===== config.mk =====
export PLATFORM = sky130hd
export DESIGN_NAME = mem_port_arbiter
export DESIGN_NICKNAME = d
export VERILOG_FILES = /design/src/rtl/mem_port_arbiter.sv
export SDC_FILE = /design/constraint.sdc
export NUM_CORES = 1
export LEC_CHECK = 0
export BUFFER_PORTS_ARGS = -buffer_cell sky130_fd_sc_hd__buf_2
export CAP_MARGIN = 5
export CORE_MARGIN = 2
export CORE_UTILIZATION = 47
export DETAILED_ROUTE_END_ITERATION = 12
export HOLD_SLACK_MARGIN = 0.06
export PLACE_DENSITY = 0.9
export SKIP_LAST_GASP = 1
export SYNTH_ARGS = -nofsm -noshare
export SYNTH_HDL_FRONTEND = slang
export SYNTH_SLANG_ARGS = --single-unit

===== constraint.sdc =====
create_clock -name clk -period 2.5 [get_ports clk]
set_input_delay 0.5 -clock clk [delete_from_list [all_inputs] [get_ports clk]]
set_output_delay 0.5 -clock clk [all_outputs]
set_load 0.005 [all_outputs]

===== src/rtl/mem_port_arbiter.sv =====
`default_nettype none
// ============================================================================
// Module      : mem_port_arbiter
// Description : Arbitrates the instruction-fetch and data ports onto a single
//               backend memory port. Data requests normally win, and a
//               starvation counter bounds how long a pending fetch can wait.
// Revision    : 1.0 - initial release
// ============================================================================
module mem_port_arbiter #(
    parameter int ADDR_W     = 32,
    parameter int DATA_W     = 32,
    parameter int STARVE_MAX = 4
) (
    input  logic              clk,
    input  logic              reset,

    input  logic              if_req,
    input  logic [ADDR_W-1:0] if_addr,
    output logic [DATA_W-1:0] if_rdata,
    output logic              if_done,

    input  logic              d_req,
    input  logic              d_we,
    input  logic [ADDR_W-1:0] d_addr,
    input  logic [DATA_W-1:0] d_wdata,
    output logic [DATA_W-1:0] d_rdata,
    output logic              d_done,

    output logic              m_req,
    output logic              m_we,
    output logic [ADDR_W-1:0] m_addr,
    output logic [DATA_W-1:0] m_wdata,
    input  logic [DATA_W-1:0] m_rdata,
    input  logic              m_ack,

    output logic              stall
);

    typedef enum logic [2:0] {
        S_IDLE   = 3'd0,
        S_BUSY_I = 3'd1,
        S_BUSY_D = 3'd2,
        S_RESP_I = 3'd3,
        S_RESP_D = 3'd4
    } state_t;

    localparam logic [3:0] c_starve_max = 4'(STARVE_MAX);

    state_t     r_state;
    logic [3:0] r_starve_cnt;
    logic       w_fetch_wins;

    // A fetch wins when it is alone, or when data has already had its quota.
    assign w_fetch_wins = if_req & (~d_req | (r_starve_cnt == c_starve_max));

    assign stall = (if_req & ~if_done) | (d_req & ~d_done);

    always_ff @(posedge clk) begin
        if (reset) begin
            r_state      <= S_IDLE;
            r_starve_cnt <= 4'd0;
            m_req        <= 1'b0;
            m_we         <= 1'b0;
            m_addr       <= '0;
            m_wdata      <= '0;
            if_rdata     <= '0;
            d_rdata      <= '0;
            if_done      <= 1'b0;
            d_done       <= 1'b0;
        end else begin
            if_done <= 1'b0;
            d_done  <= 1'b0;
            case (r_state)
                S_IDLE: begin
                    if (w_fetch_wins) begin
                        r_state      <= S_BUSY_I;
                        r_starve_cnt <= 4'd0;
                        m_req        <= 1'b1;
                        m_we         <= 1'b0;
                        m_addr       <= if_addr;
                    end else if (d_req) begin
                        r_state <= S_BUSY_D;
                        m_req   <= 1'b1;
                        m_we    <= d_we;
                        m_addr  <= d_addr;
                        m_wdata <= d_wdata;
                        if (!if_req) begin
                            r_starve_cnt <= 4'd0;
                        end else if (r_starve_cnt != c_starve_max) begin
                            r_starve_cnt <= r_starve_cnt + 4'd1;
                        end
                    end else begin
                        r_starve_cnt <= 4'd0;
                    end
                end
                S_BUSY_I: begin
                    if (m_ack) begin
                        r_state  <= S_RESP_I;
                        m_req    <= 1'b0;
                        if_rdata <= m_rdata;
                        if_done  <= 1'b1;
                    end
                end
                S_BUSY_D: begin
                    if (m_ack) begin
                        r_state <= S_RESP_D;
                        m_req   <= 1'b0;
                        d_done  <= 1'b1;
                        if (!m_we) begin
                            d_rdata <= m_rdata;
                        end
                    end
                end
                S_RESP_I, S_RESP_D: begin
                    r_state <= S_IDLE;
                end
                default: begin
                    r_state <= S_IDLE;
                    m_req   <= 1'b0;
                end
            endcase
        end
    end

endmodule
`default_nettype wire


==> out/qor.csv <==
stage;metric;value;unit
status;status;completed;
synth;Post-Syn Area per Cell;8.35;um2
synth;yosys warns;0;
synth;synthesized area;5740;um2
global_route;grt total ovfl;0;
critical_path;Critical Path RT;2820;ps
job;# Max-Cap Violations;0;
critical_path;CP bufs+invs;2;
global_route;Tot GR Track Use;26.5;%
hold_path;Hold Path End;m_wdata[9];
clocking;H-tree depth;4;
layout;Final #Nets;1048;
place;Port Buffer Count;266;
clocking;TritonCTS clock tree;yes;
clocking;CTS buffer count;17;
layout;commonest cells after routing, fill and taps aside;buf_2 (265), dfxtp_1 (139), nand2_1 (134), a21oi_1 (100), nand3_1 (65);
synth;Mapped Nets;823;
synth;FF+latch count, synth;139;
clocking;clock-pin slew on the worst setup and hold paths;60;ps
sta;Final Setup Violations;0;
die;die height;114;um
die;I/O pin count;267;
layout;fill count;992;
critical_path;CP Class;flop to flop;
routing;Starting DRT DRC Count;887;
sta;Fmax;0.548;GHz
clocking;hold buffers post-CTS;0;
routing;DRT Pass-1 Iters;5;
synth;Seq/Total Area, Yosys;48.5;%
die;Initial Util;48.0;%
routing;wl on met1;6910;um
layout;Util after Layout;64.3;%
clocking;Post-CTS Repair Setup Buffers;0;
hold_path;Hold Crit Class;input port to flop;
layout;share of layout cells above drive strength 1;35.0;%
routing;post-DR vias/cell;5.68;
critical_path;element type at the critical path end;flop;
clocking;CTS root buffer;clkbuf_16;
layout;most common library cell in the layout ignoring fill and taps;buf_2;
critical_path;Max FO, Critical Path;32;
routing;DRT antenna net count;0;
sta;relative slew slack;57.1;%
sta;Final Hold Fails;0;
sta;max-slew violations;0;
place;dpl cells;1040;
critical_path;Worst path max stage delay;450;ps
hold_path;worst hold stages;3;
die;die width;114;um
sta;setup TNS;0;ps
layout;final cell count without fillers;1073;
critical_path;Reg-to-Reg End;m_wdata[17];
layout;Syn-to-layout area delta;34.2;%
critical_path;Setup crit start kind;flop;
critical_path;worst-path cell chain;inv_1 > ha_1 > nand4b_1 > and3_2 > buf_4 > mux2i_1;
critical_path;CP Launch Point;r_starve_cnt[0];
clocking;clk buf depth;2;
critical_path;Reg2Reg Depth;6;
sta;RSZ-0062 raised after global routing;no;
routing;highest metal layer with signal wires;met4;
routing;met2 WL;8880;um
critical_path;Critical Path AT;2150;ps
sta;crit path time final;1820;ps
global_route;initial antenna violation count;1;
routing;Wirelength per Cell;16.7;um
sta;crit share post-route;72.9;%
routing;Met3 Routed Length;1640;um
synth;Post-synth EDFFs;0;
power;P_leak;3.43;nW
die;die area;13100;um2
critical_path;cell family with most CP delay;buffers and inverters;
sta;Worst Max-Slew Pin Slew;644;ps
synth;Yosys cell types;38;
routing;via count;6094;
place;half-perimeter wire length after placement;11800;um
die;row cnt;40;
global_route;first-pass GRT wire length;27600;um
critical_path;slowest cell on the critical path;buf_4;
global_route;largest net degree at the start of global routing;68;
power;maximum vdd drop;0.000687;V
power;P per Cell Area;763;nW/um2
synth;gate count of the mapped netlist;687;
critical_path;FF-to-FF Start;r_starve_cnt[0];
clocking;clk sinks;139;
sta;Clock Skew;7.34;ps
clocking;latest clock arrival within the worst-skew pair;420;ps
routing;routed wire length;17900;um
synth;asr flop ratio synth;0;%
hold_path;hold wc startpoint;d_wdata[9];
place;GP Congestion;0.859;
global_route;vias in the first global route;5616;
routing;# DRC;0;
critical_path;R2R Setup Slk;680;ps
synth;top_reg_cell synth;dfxtp_1;
die;area of the core;12000;um2
clocking;post-CTS sizing;0;
[layout make-up]
| cell class | count | area, um2 | area share, % |
|---|---|---|---|
| well taps | 147 | 184 | 2.39 |
| inverters | 7 | 26.3 | 0.341 |
| multi-input cells | 465 | 2630 | 34.2 |
| repair buffers | 282 | 1470 | 19.1 |
| diodes | 1 | 2.50 | 0.0325 |
| flip-flops and latches | 139 | 2780 | 36.2 |
| clock inverters | 14 | 164 | 2.13 |
| clock buffers | 18 | 439 | 5.71 |
[state kept, by name, indices dropped and copies added (netlist names), 3 cells and up]
signal	cells
if_rdata	32
d_rdata	32
m_addr	32
r_state	3
r_starve_cnt	4
m_wdata	32
[synth_stat cells, types with 2 or more instances]
| library cell | n | area share (%) |
|---|---|---|
| nand3_1 | 65 | 5.7 |
| ha_1 | 2 | 0.44 |
| clkbuf_1 | 62 | 4.1 |
| o221a_2 | 2 | 0.39 |
| nor3_1 | 2 | 0.17 |
| nand2_1 | 134 | 8.8 |
| nand4_1 | 2 | 0.22 |
| inv_1 | 7 | 0.46 |
| a311oi_1 | 32 | 4.9 |
| and3b_1 | 2 | 0.31 |
| or3_1 | 2 | 0.22 |
| buf_2 | 9 | 0.79 |
| a21oi_1 | 100 | 8.7 |
| o21ai_0 | 34 | 3.0 |
| buf_4 | 3 | 0.39 |
| or2_2 | 2 | 0.22 |
| a31oi_1 | 2 | 0.22 |
| o211ai_1 | 32 | 4.2 |
| or4_1 | 2 | 0.26 |
| mux2i_1 | 32 | 5.6 |
| dfxtp_1 | 139 | 49 |
| nor2_1 | 4 | 0.26 |
[metrics by stage]
step                      total power, W  hold slack [ps]  setup slack, ps  instance area [um2]
after floorplan                  0.00297              451              738                 5740
after CTS                        0.00591              312              697                 7690
after detailed placement         0.00336              444              609                 7090
final                            0.00587              327              677                 7700
after global routing             0.00610              308              575                 7690
after global placement           0.00333              439              668                 7090
[report_power, final]
| group | internal [W] | switching (W) |
|---|---|---|
| registers | 0.00238 | 0.0000943 |
| clock network | 0.00152 | 0.00103 |
| logic | 0.000369 | 0.000482 |
| total | 0.00426 | 0.00161 |
[kinds of logic (layout without fill, tap and decap cells)]
group,count (synthesis),after routing,synth area share (%)
flip-flops,139,139,48.5
adder cells (fa/ha/maj),2,2,0.436
other,0,1,0
AND/OR/NAND/NOR,226,226,17.8
buffers and inverters,83,321,5.95
AO/OA/AOI/OAI,205,205,21.8
multiplexers,32,32,5.58
[tightest hold or removal path, stage by stage]
cell     delay [ps]
buf_2           100
nand2_1          40
mux2i_1          50
[per-layer routing]
| metal | up-vias | GRT usage (%) |
|---|---|---|
| met5 | - | 0 |
| met4 | 0 | 11.3 |
| met3 | 42 | 8.89 |
| met2 | 334 | 44.9 |
| met1 | 2821 | 30.5 |
| li1 | 2897 | - |
[worst max-delay path by stage]
stage,to,cells after the start
floorplan,r_starve_cnt[2],6
finish,m_wdata[17],6
global placement,m_addr[15],4
CTS,m_wdata[17],6
detailed placement,m_addr[13],4
global route,m_addr[6],4
Note: power is estimated with default switching activity, not from simulation.
